File: config.mk
export PLATFORM = sky130hd
export DESIGN_NAME = bnn_logit_accumulator
export DESIGN_NICKNAME = d
export VERILOG_FILES = /design/src/rtl/bnn_logit_accumulator.sv
export SDC_FILE = /design/constraint.sdc
export NUM_CORES = 1
export LEC_CHECK = 0
export ABC_AREA = 1
export CAP_MARGIN = 20
export CORE_UTILIZATION = 56
export CTS_CLUSTER_SIZE = 16
export DETAILED_ROUTE_END_ITERATION = 16
export PLACE_DENSITY = 0.88
export SYNTH_ARGS = -nofsm -noshare
export SYNTH_HDL_FRONTEND = slang
export SYNTH_SLANG_ARGS = --single-unit
File: constraint.sdc
create_clock -name clk -period 14.89 [get_ports clk]
set_clock_uncertainty 0.2 [all_clocks]
set_input_delay 2.978 -clock clk [delete_from_list [all_inputs] [get_ports clk]]
set_output_delay 2.978 -clock clk [all_outputs]
set_load 0.02 [all_outputs]
File: src/rtl/bnn_logit_accumulator.sv
// BNN output stage: accumulates XNOR popcounts per class, converts them
// to signed logits, scans for the argmax and holds the result until consumed.
module bnn_logit_accumulator #(
    parameter int WIDTH    = 32,
    parameter int BEATS    = 4,
    parameter int CHANNELS = 10,
    localparam int N  = WIDTH * BEATS,
    localparam int CW = $clog2(N + 1),
    localparam int LW = CW + 1,
    localparam int IW = $clog2(CHANNELS)
) (
    input  logic                     clk,
    input  logic                     rst,
    input  logic                     in_valid,
    output logic                     in_ready,
    input  logic [CHANNELS*WIDTH-1:0] xnor_in,
    output logic                     out_valid,
    input  logic                     out_ready,
    output logic [CHANNELS*LW-1:0]   logits,
    output logic [IW-1:0]            class_idx
);

    localparam int BW = (BEATS > 1) ? $clog2(BEATS) : 1;

    typedef enum logic [1:0] {
        ACC,
        SCAN,
        OUT
    } state_t;

    state_t              state;
    state_t              state_nxt;
    logic [BW-1:0]       beat;
    logic [CW-1:0]       acc [CHANNELS];
    logic [IW-1:0]       idx;
    logic signed [LW-1:0] logit_q [CHANNELS];
    logic signed [LW-1:0] best;
    logic [IW-1:0]       best_idx;

    logic                accept;
    logic                handshake;
    logic                last_beat;
    logic                last_idx;
    logic                take;
    logic [LW-1:0]       dbl;
    logic signed [LW-1:0] logit_cur;

    function automatic logic [CW-1:0] popcount(input logic [WIDTH-1:0] v);
        logic [CW-1:0] s;
        s = '0;
        for (int i = 0; i < WIDTH; i++) begin
            s = s + CW'(v[i]);
        end
        return s;
    endfunction

    always_comb begin
        state_nxt = state;
        in_ready  = 1'b0;
        out_valid = 1'b0;
        case (state)
            ACC: begin
                in_ready = 1'b1;
                if (in_valid && last_beat) begin
                    state_nxt = SCAN;
                end
            end
            SCAN: begin
                if (last_idx) begin
                    state_nxt = OUT;
                end
            end
            OUT: begin
                out_valid = 1'b1;
                if (out_ready) begin
                    state_nxt = ACC;
                end
            end
            default: state_nxt = ACC;
        endcase
    end

    assign accept    = in_valid && (state == ACC);
    assign handshake = out_ready && (state == OUT);
    assign last_beat = (beat == BW'(BEATS - 1));
    assign last_idx  = (idx == IW'(CHANNELS - 1));

    // 2*count fits LW bits unsigned; the wrap-around subtraction lands in [-N, N].
    assign dbl       = {acc[idx], 1'b0};
    assign logit_cur = $signed(dbl - LW'(N));
    assign take      = (idx == '0) || (logit_cur > best);

    always_ff @(posedge clk or posedge rst) begin
        if (rst) begin
            state <= ACC;
        end else begin
            state <= state_nxt;
        end
    end

    always_ff @(posedge clk or posedge rst) begin
        if (rst) begin
            beat <= '0;
            for (int c = 0; c < CHANNELS; c++) begin
                acc[c] <= '0;
            end
        end else if (accept) begin
            beat <= last_beat ? '0 : beat + BW'(1);
            for (int c = 0; c < CHANNELS; c++) begin
                acc[c] <= acc[c] + popcount(xnor_in[c*WIDTH +: WIDTH]);
            end
        end else if (handshake) begin
            for (int c = 0; c < CHANNELS; c++) begin
                acc[c] <= '0;
            end
        end
    end

    always_ff @(posedge clk or posedge rst) begin
        if (rst) begin
            idx      <= '0;
            best     <= '0;
            best_idx <= '0;
            for (int c = 0; c < CHANNELS; c++) begin
                logit_q[c] <= '0;
            end
        end else if (state == SCAN) begin
            idx          <= last_idx ? '0 : idx + IW'(1);
            logit_q[idx] <= logit_cur;
            if (take) begin
                best     <= logit_cur;
                best_idx <= idx;
            end
        end
    end

    always_comb begin
        logits = '0;
        for (int c = 0; c < CHANNELS; c++) begin
            logits[c*LW +: LW] = logit_q[c];
        end
    end

    assign class_idx = best_idx;

endmodule

==> impl_results.md, run 1 <==
* Yosys reg bits at 180
* CTS tree: built
* Fillers at 2266
* Commonest cells in the netlist: nand2_1, inv_1, fa_1
* I/O Buffers at 409
* Max Cap Viol at 0
* Die Wd at 181 um
* EDFF count, synth at 0
* Number of global-route vias before repair at 16.3k
* Worst relative slew slack at 29.3%
* Critical path cell sequence: clkdlybuf4s50_1, inv_1, fa_1, fa_1, fa_1, fa_1, fa_1, fa_1, fa_1, fa_1, o21ai_0, nand2_1, nand2_1, nand2_1, nand3_1, nand2_1, o21ai_0
* Share of cells above drive strength 1 at 3.15%
* Worst Max-Slew Pin Slew at 1.06 ns
* Antenna-violating nets left at 0
* Top-count cell post-synth: nand2_1
* Root Buffer: clkbuf_16
* CP required at 15.04 ns
* Post-CTS Resized at 0
* Placement Rows at 65
* Area leader, netlist: fa_1
* Die Y at 181 um
* Worst skew pair latency at 0.44 ns
* Worst Hold Class: flip-flop to flip-flop
* H-tree lvl count at 4
* Top cell type's share of synthesized area at 29.0%
* Tmin final at 7.99 ns
* Setup Fix Bufs, Post-CTS at 0
* Cell count after synthesis at 2065
* Hold Buf Count CTS at 0
* Fmax at 125 MHz
* CTS buffer count at 17
* RSZ-0062 raised after global routing: no
* Global-route wire length before repair at 74.2 mm
* Cells after DPL at 2846
* WP buf/inv at 2
* GR Overflow Total at 0
* Final setup viols at 0
* CTS Buffer Depth at 2
* Critical path type: input port to flip-flop
* Final hold violations at 0
* Final Cell Area at 0.0230 mm^2
* Initial antenna violation count at 1
* Largest stage delay, worst path at 0.58 ns
* Per-cell routed wire length at 15.5 um
* Slowest stage cell, crit path: fa_1
* Pin count of the biggest net entering global routing at 112
* Via count at 15.0k
* Top Family by Delay on Critical Path: adder cells
* RD Place Congestion at 0.972
* Synth warnings at 0
* DP HPWL at 37.5 mm
* Startpoint types: input port
* GR Util All Layers at 28.4%
* Worst path most repeated cell: fa_1
* DRC at 0
* Clk slew on worst S/H paths at 0.08 ns
* Die area at 0.0328 mm^2
* Clock sink count at 180
* Critical Path Sink Type: flip-flop
* Initial DRT Pass Iterations at 7
* Layout Nets at 3206
* Via/cell ratio at 5.22
* Post-DP Area at 0.0224 mm^2
* Final period util at 53.7%
* Sequential-to-total area share from yosys stat at 25.1%
* Final setup TNS at 0 ns
* I/O pin total at 420
* Routed WL at 44.7 mm
* Mapped Area at 0.0180 mm^2
* Drt initial violations at 1000
* Final slew viol count at 0
* Initial core utilization at 56.9%
* Outcome: finished clean
* Core Region at 0.0316 mm^2
* Avg Inst Size Synth at 8.70 um^2
* Crit path DAT at 8.14 ns
* Post-synthesis async set-or-reset flop share at 100%
* Crit Path Max Fanout at 2
* Area growth, synth to finish at 28.0%
* Cell variety after synth at 35
* Area contributors post-synth: fa_1, dfrtp_1, ha_1, nand2_1, inv_1
* Top FF cell, synth: dfrtp_1
* Fin cells at 2879
## kinds of logic (layout without fill, tap and decap cells)
logic type / after synthesis / after routing / synth area share (%)
AND/OR/NAND/NOR: 681 / 681 / 15.6
buffers and inverters: 581 / 983 / 12.6
adder cells (fa/ha/maj): 419 / 419 / 40.1
AO/OA/AOI/OAI: 189 / 189 / 5.94
flip-flops: 180 / 180 / 25.1
XOR/XNOR: 14 / 14 / 0.683
other: 1 / 11 / 0.0209
## sequential cells by signal, summed over array words and instances, names as in the netlist
register	cells
state	2
idx	4
beat	2
acc	80
logits	80
class_idx	4
best	8
## final timing paths
kind	from	endpoint	slack (ns)	cells past startpoint
setup / recovery	xnor_in[69]	acc[62]	6.90	17
hold / removal	logits[62]	logits[62]	0.28	2
min in group asynchronous	rst	logits[35]	2.90	2
setup reg to reg	acc[64]	acc[70]	9.96	15
hold reg to reg	logits[62]	logits[62]	0.28	2
max in group asynchronous	rst	acc[77]	10.13	3
## area by class of cell
type | instances | area (um^2) | area share, %
multi-input cells | 1313 | 11200 | 48.8
flip-flops and latches | 180 | 4500 | 19.6
repair buffers | 412 | 4120 | 17.9
inverters | 539 | 2030 | 8.84
well taps | 402 | 503 | 2.19
clock buffers | 17 | 425 | 1.85
clock inverters | 15 | 178 | 0.773
diodes | 1 | 2.50 | 0.0109
## through the flow
step	setup slack, ns	utilization, %	hold WS (ns)
2_1_floorplan	6.83	-	0.253
3_3_place_gp	6.59	70.9	0.261
3_5_place_dp	6.46	70.9	0.265
4_1_cts	6.93	72.8	0.285
5_1_grt	6.61	72.8	0.309
6_report	6.90	72.9	0.283
## metal layers
| layer | track usage, % | part of all wire, % | up-vias | wire length [um] |
|---|---|---|---|---|
| met5 | 0 | 0 | - | 0 |
| met4 | 12.0 | 3.9 | 0 | 1730 |
| met3 | 4.45 | 6.9 | 131 | 3060 |
| met2 | 51.9 | 52 | 626 | 23100 |
| met1 | 33.1 | 38 | 7299 | 16900 |
| li1 | - | - | 6964 | - |
## layout by cell type, fill, tap and decap left out, types with 2 or more instances in the layout
master / instances
a21oi_1: 57
a22oi_1: 16
a32o_1: 2
buf_4: 3
clkbuf_16: 17
clkdlybuf4s50_1: 409
clkinv_4: 2
clkinv_8: 4
conb_1: 10
dfrtp_1: 180
fa_1: 260
ha_1: 159
inv_1: 515
inv_2: 20
inv_4: 2
inv_6: 2
inv_8: 7
nand2_1: 520
nand2_2: 5
nand3_1: 63
nand3b_1: 13
nand4_1: 4
nor2_1: 62
nor2_2: 2
nor2_4: 6
nor3_4: 3
o21ai_0: 46
o21ai_1: 18
o22ai_1: 45
or2_2: 2
xor2_1: 14
## worst reg2reg max path, delay by kind of cell, from the launching register on
family	cells	cell delay, ns
AOI/OAI and AO/OA	2	0.42
adders and majority gates	7	3.28
buffers and inverters	1	0.22
DFF	1	0.36
and+or+nand+nor	5	0.37
Power of run 1 is left out: the tool's default activity adds up to more than one toggle a clock period on the data nets, which glitch-free logic cannot reach.
==> inputs of run 2 (changes only) <==
--- a/config.mk
+++ b/config.mk
@@ -7,10 +7,10 @@
 export LEC_CHECK = 0
 export ABC_AREA = 1
 export CAP_MARGIN = 20
-export CORE_UTILIZATION = 56
+export CORE_UTILIZATION = 47
 export CTS_CLUSTER_SIZE = 16
 export DETAILED_ROUTE_END_ITERATION = 16
-export PLACE_DENSITY = 0.88
+export PLACE_DENSITY = 0.79
 export SYNTH_ARGS = -nofsm -noshare
 export SYNTH_HDL_FRONTEND = slang
 export SYNTH_SLANG_ARGS = --single-unit
==> constraint.sdc (replaced) <==
create_clock -name clk -period 6.8 [get_ports clk]
set_clock_uncertainty 0.2 [all_clocks]
set_input_delay 1.36 -clock clk [delete_from_list [all_inputs] [get_ports clk]]
set_output_delay 1.36 -clock clk [all_outputs]
set_load 0.02 [all_outputs]
==> run 2 against run 1 <==
Compared with the run above: worst hold slack improved by 0.00079 ns; first-iteration DRC count fell by 24%; global-route usage fell by 4.6 points; utilization fell by 11 points; sequential share of layout area fell by 0.17 points; wire length fell by 0.53%; non-clock buffer count rose by 1; setup slack got worse by 6.4 ns; clock-buffer cell count did not move; critical path depth rose by 1; flip-flop and latch count did not move; via count fell by 1.9%; largest cell class unchanged; highest routed layer unchanged.
==> impl_results.md, run 2 (synthesized netlist as in run 1, its figures left out) <==
* Global-route wire length before repair at 73.0 mm (was 74.2 mm)
* CTS Buffer Depth at 2 (unchanged)
* DP HPWL at 37.0 mm (was 37.5 mm)
* Layout Nets at 3207 (was 3206)
* Drt initial violations at 760 (was 1000)
* Area growth, synth to finish at 29.1% (was 28.0%)
* Fin cells at 2990 (was 2879)
* Final setup TNS at 0 ns (unchanged)
* Core Region at 0.0377 mm^2 (was 0.0316 mm^2)
* Startpoint types: input port (unchanged)
* Cells after DPL at 2955 (was 2846)
* Worst relative slew slack at 36.2% (was 29.3%)
* Reg-to-Reg Start: acc[64] (unchanged)
* Die area at 0.0390 mm^2 (was 0.0328 mm^2)
* Critical path cell sequence: clkdlybuf4s50_1, fa_1, inv_1, fa_1, fa_1, fa_1, fa_1, fa_1, fa_1, fa_1, nand3b_1, nand2_1, nand2_1, nand2_1, a21oi_1, nand2_1, nand2_1, o21ai_0 (was clkdlybuf4s50_1, inv_1, fa_1, fa_1, fa_1, fa_1, fa_1, fa_1, fa_1, fa_1, o21ai_0, nand2_1, nand2_1, nand2_1, nand3_1, nand2_1, o21ai_0)
* Initial antenna violation count at 2 (was 1)
* Crit path DAT at 6.49 ns (was 8.14 ns)
* I/O Buffers at 409 (unchanged)
* I/O pin total at 420 (unchanged)
* WP buf/inv at 2 (unchanged)
* Per-cell routed wire length at 14.9 um (was 15.5 um)
* Post-DP Area at 0.0225 mm^2 (was 0.0224 mm^2)
* Final Cell Area at 0.0232 mm^2 (was 0.0230 mm^2)
* Worst path most repeated cell: fa_1 (unchanged)
* Via count at 14.7k (was 15.0k)
* Outcome: finished clean (unchanged)
* GR Overflow Total at 0 (unchanged)
* RD Place Congestion at 0.933 (was 0.972)
* Pin count of the biggest net entering global routing at 127 (was 112)
* Placement Rows at 71 (was 65)
* Tmin final at 6.33 ns
* Final period util at 93.1%
* RSZ-0062 raised after global routing: no (unchanged)
* Fmax at 158 MHz
* Worst Hold Class: flip-flop to flip-flop (unchanged)
* CTS buffer count at 17 (unchanged)
* Via/cell ratio at 4.93 (was 5.22)
* Routed WL at 44.5 mm (was 44.7 mm)
* DRC at 0 (unchanged)
* Clk slew on worst S/H paths at 0.09 ns (was 0.08 ns)
* Worst skew pair latency at 0.44 ns (about the same)
* Largest stage delay, worst path at 0.61 ns (was 0.58 ns)
* Number of global-route vias before repair at 15.4k (was 16.3k)
* Root Buffer: clkbuf_16 (unchanged)
* Initial core utilization at 47.7% (was 56.9%)
* Initial DRT Pass Iterations at 5 (was 7)
* Final setup viols at 0 (unchanged)
* Die Wd at 197 um (was 181 um)
* Final hold violations at 0 (unchanged)
* R2R Setup Slk at 1.92 ns (was 9.96 ns)
* Setup Fix Bufs, Post-CTS at 0 (unchanged)
* Fillers at 3208 (was 2266)
* Top Family by Delay on Critical Path: adder cells (unchanged)
* CTS tree: built (unchanged)
* H-tree lvl count at 4 (unchanged)
* Critical Path Sink Type: flip-flop (unchanged)
* Commonest cells after routing, fill and taps aside: nand2_1, inv_1, clkdlybuf4s50_1 (unchanged)
* Worst Max-Slew Pin Slew at 0.953 ns (was 1.06 ns)
* CP required at 6.95 ns (was 15.04 ns)
* Commonest non-fill, non-tap cell in the layout: nand2_1 (unchanged)
* Slowest stage cell, crit path: fa_1 (unchanged)
* Crit Path Max Fanout at 2 (unchanged)
* Post-Place Setup Slack at -0.0692 ns (was 6.46 ns)
* Clock sink count at 180 (unchanged)
* Die Y at 197 um (was 181 um)
* Critical path type: input port to flip-flop (unchanged)
* GR Util All Layers at 23.8% (was 28.4%)
* Worst Setup Slack, final at 0.468 ns (was 6.90 ns)
* Antenna-violating nets left at 0 (unchanged)
* Crit path launch: xnor_in[224] (was xnor_in[69])
* Final slew viol count at 0 (unchanged)
* Hold Path Origin: logits[76] (was logits[62])
* Post-CTS Resized at 0 (unchanged)
* Max Cap Viol at 0 (unchanged)
* Share of cells above drive strength 1 at 3.19% (was 3.15%)
* Hold Buf Count CTS at 0 (unchanged)
run 2: worst paths after layout:
| check | to | depth (start not counted) |
|---|---|---|
| max reg2reg | acc[70] | 15 |
| min | logits[76] | 2 |
| max in group asynchronous | acc[2] | 3 |
| min reg2reg | logits[76] | 2 |
| min in group asynchronous | logits[22] | 2 |
| max | acc[22] | 18 |
run 2: area by class of cell:
| type | instances | area, um^2 | area share [%] |
|---|---|---|---|
| inverters | 539 | 2040 | 8.78 |
| repair buffers | 413 | 4140 | 17.9 |
| multi-input cells | 1313 | 11200 | 48.4 |
| diodes | 2 | 5.00 | 0.0216 |
| clock buffers | 17 | 425 | 1.83 |
| clock inverters | 15 | 206 | 0.890 |
| well taps | 511 | 639 | 2.76 |
| flip-flops and latches | 180 | 4500 | 19.4 |
run 2: tightest hold or removal path, cell delays in order, from the launching register on:
cell	delay [ns]
dfrtp_1	0.35
nand2_1	0.05
nand2_1	0.05
run 2: stage by stage:
step / utilization (%) / hold WS [ns]
6_report: 61.6 / 0.284
5_1_grt: 61.5 / 0.296
4_1_cts: 61.5 / 0.289
3_5_place_dp: 59.8 / 0.267
3_3_place_gp: 59.8 / 0.263
2_1_floorplan: - / 0.253
run 2: per-layer routing:
metal	global-route usage, %	vias to the layer above	part of all wire [%]
met2	42.8	509	51
met5	0	-	0
met1	29.9	7206	41
li1	-	6966	-
met4	5.97	0	1.7
met3	3.55	52	6.6
Power of run 2 is left out for the same reason.
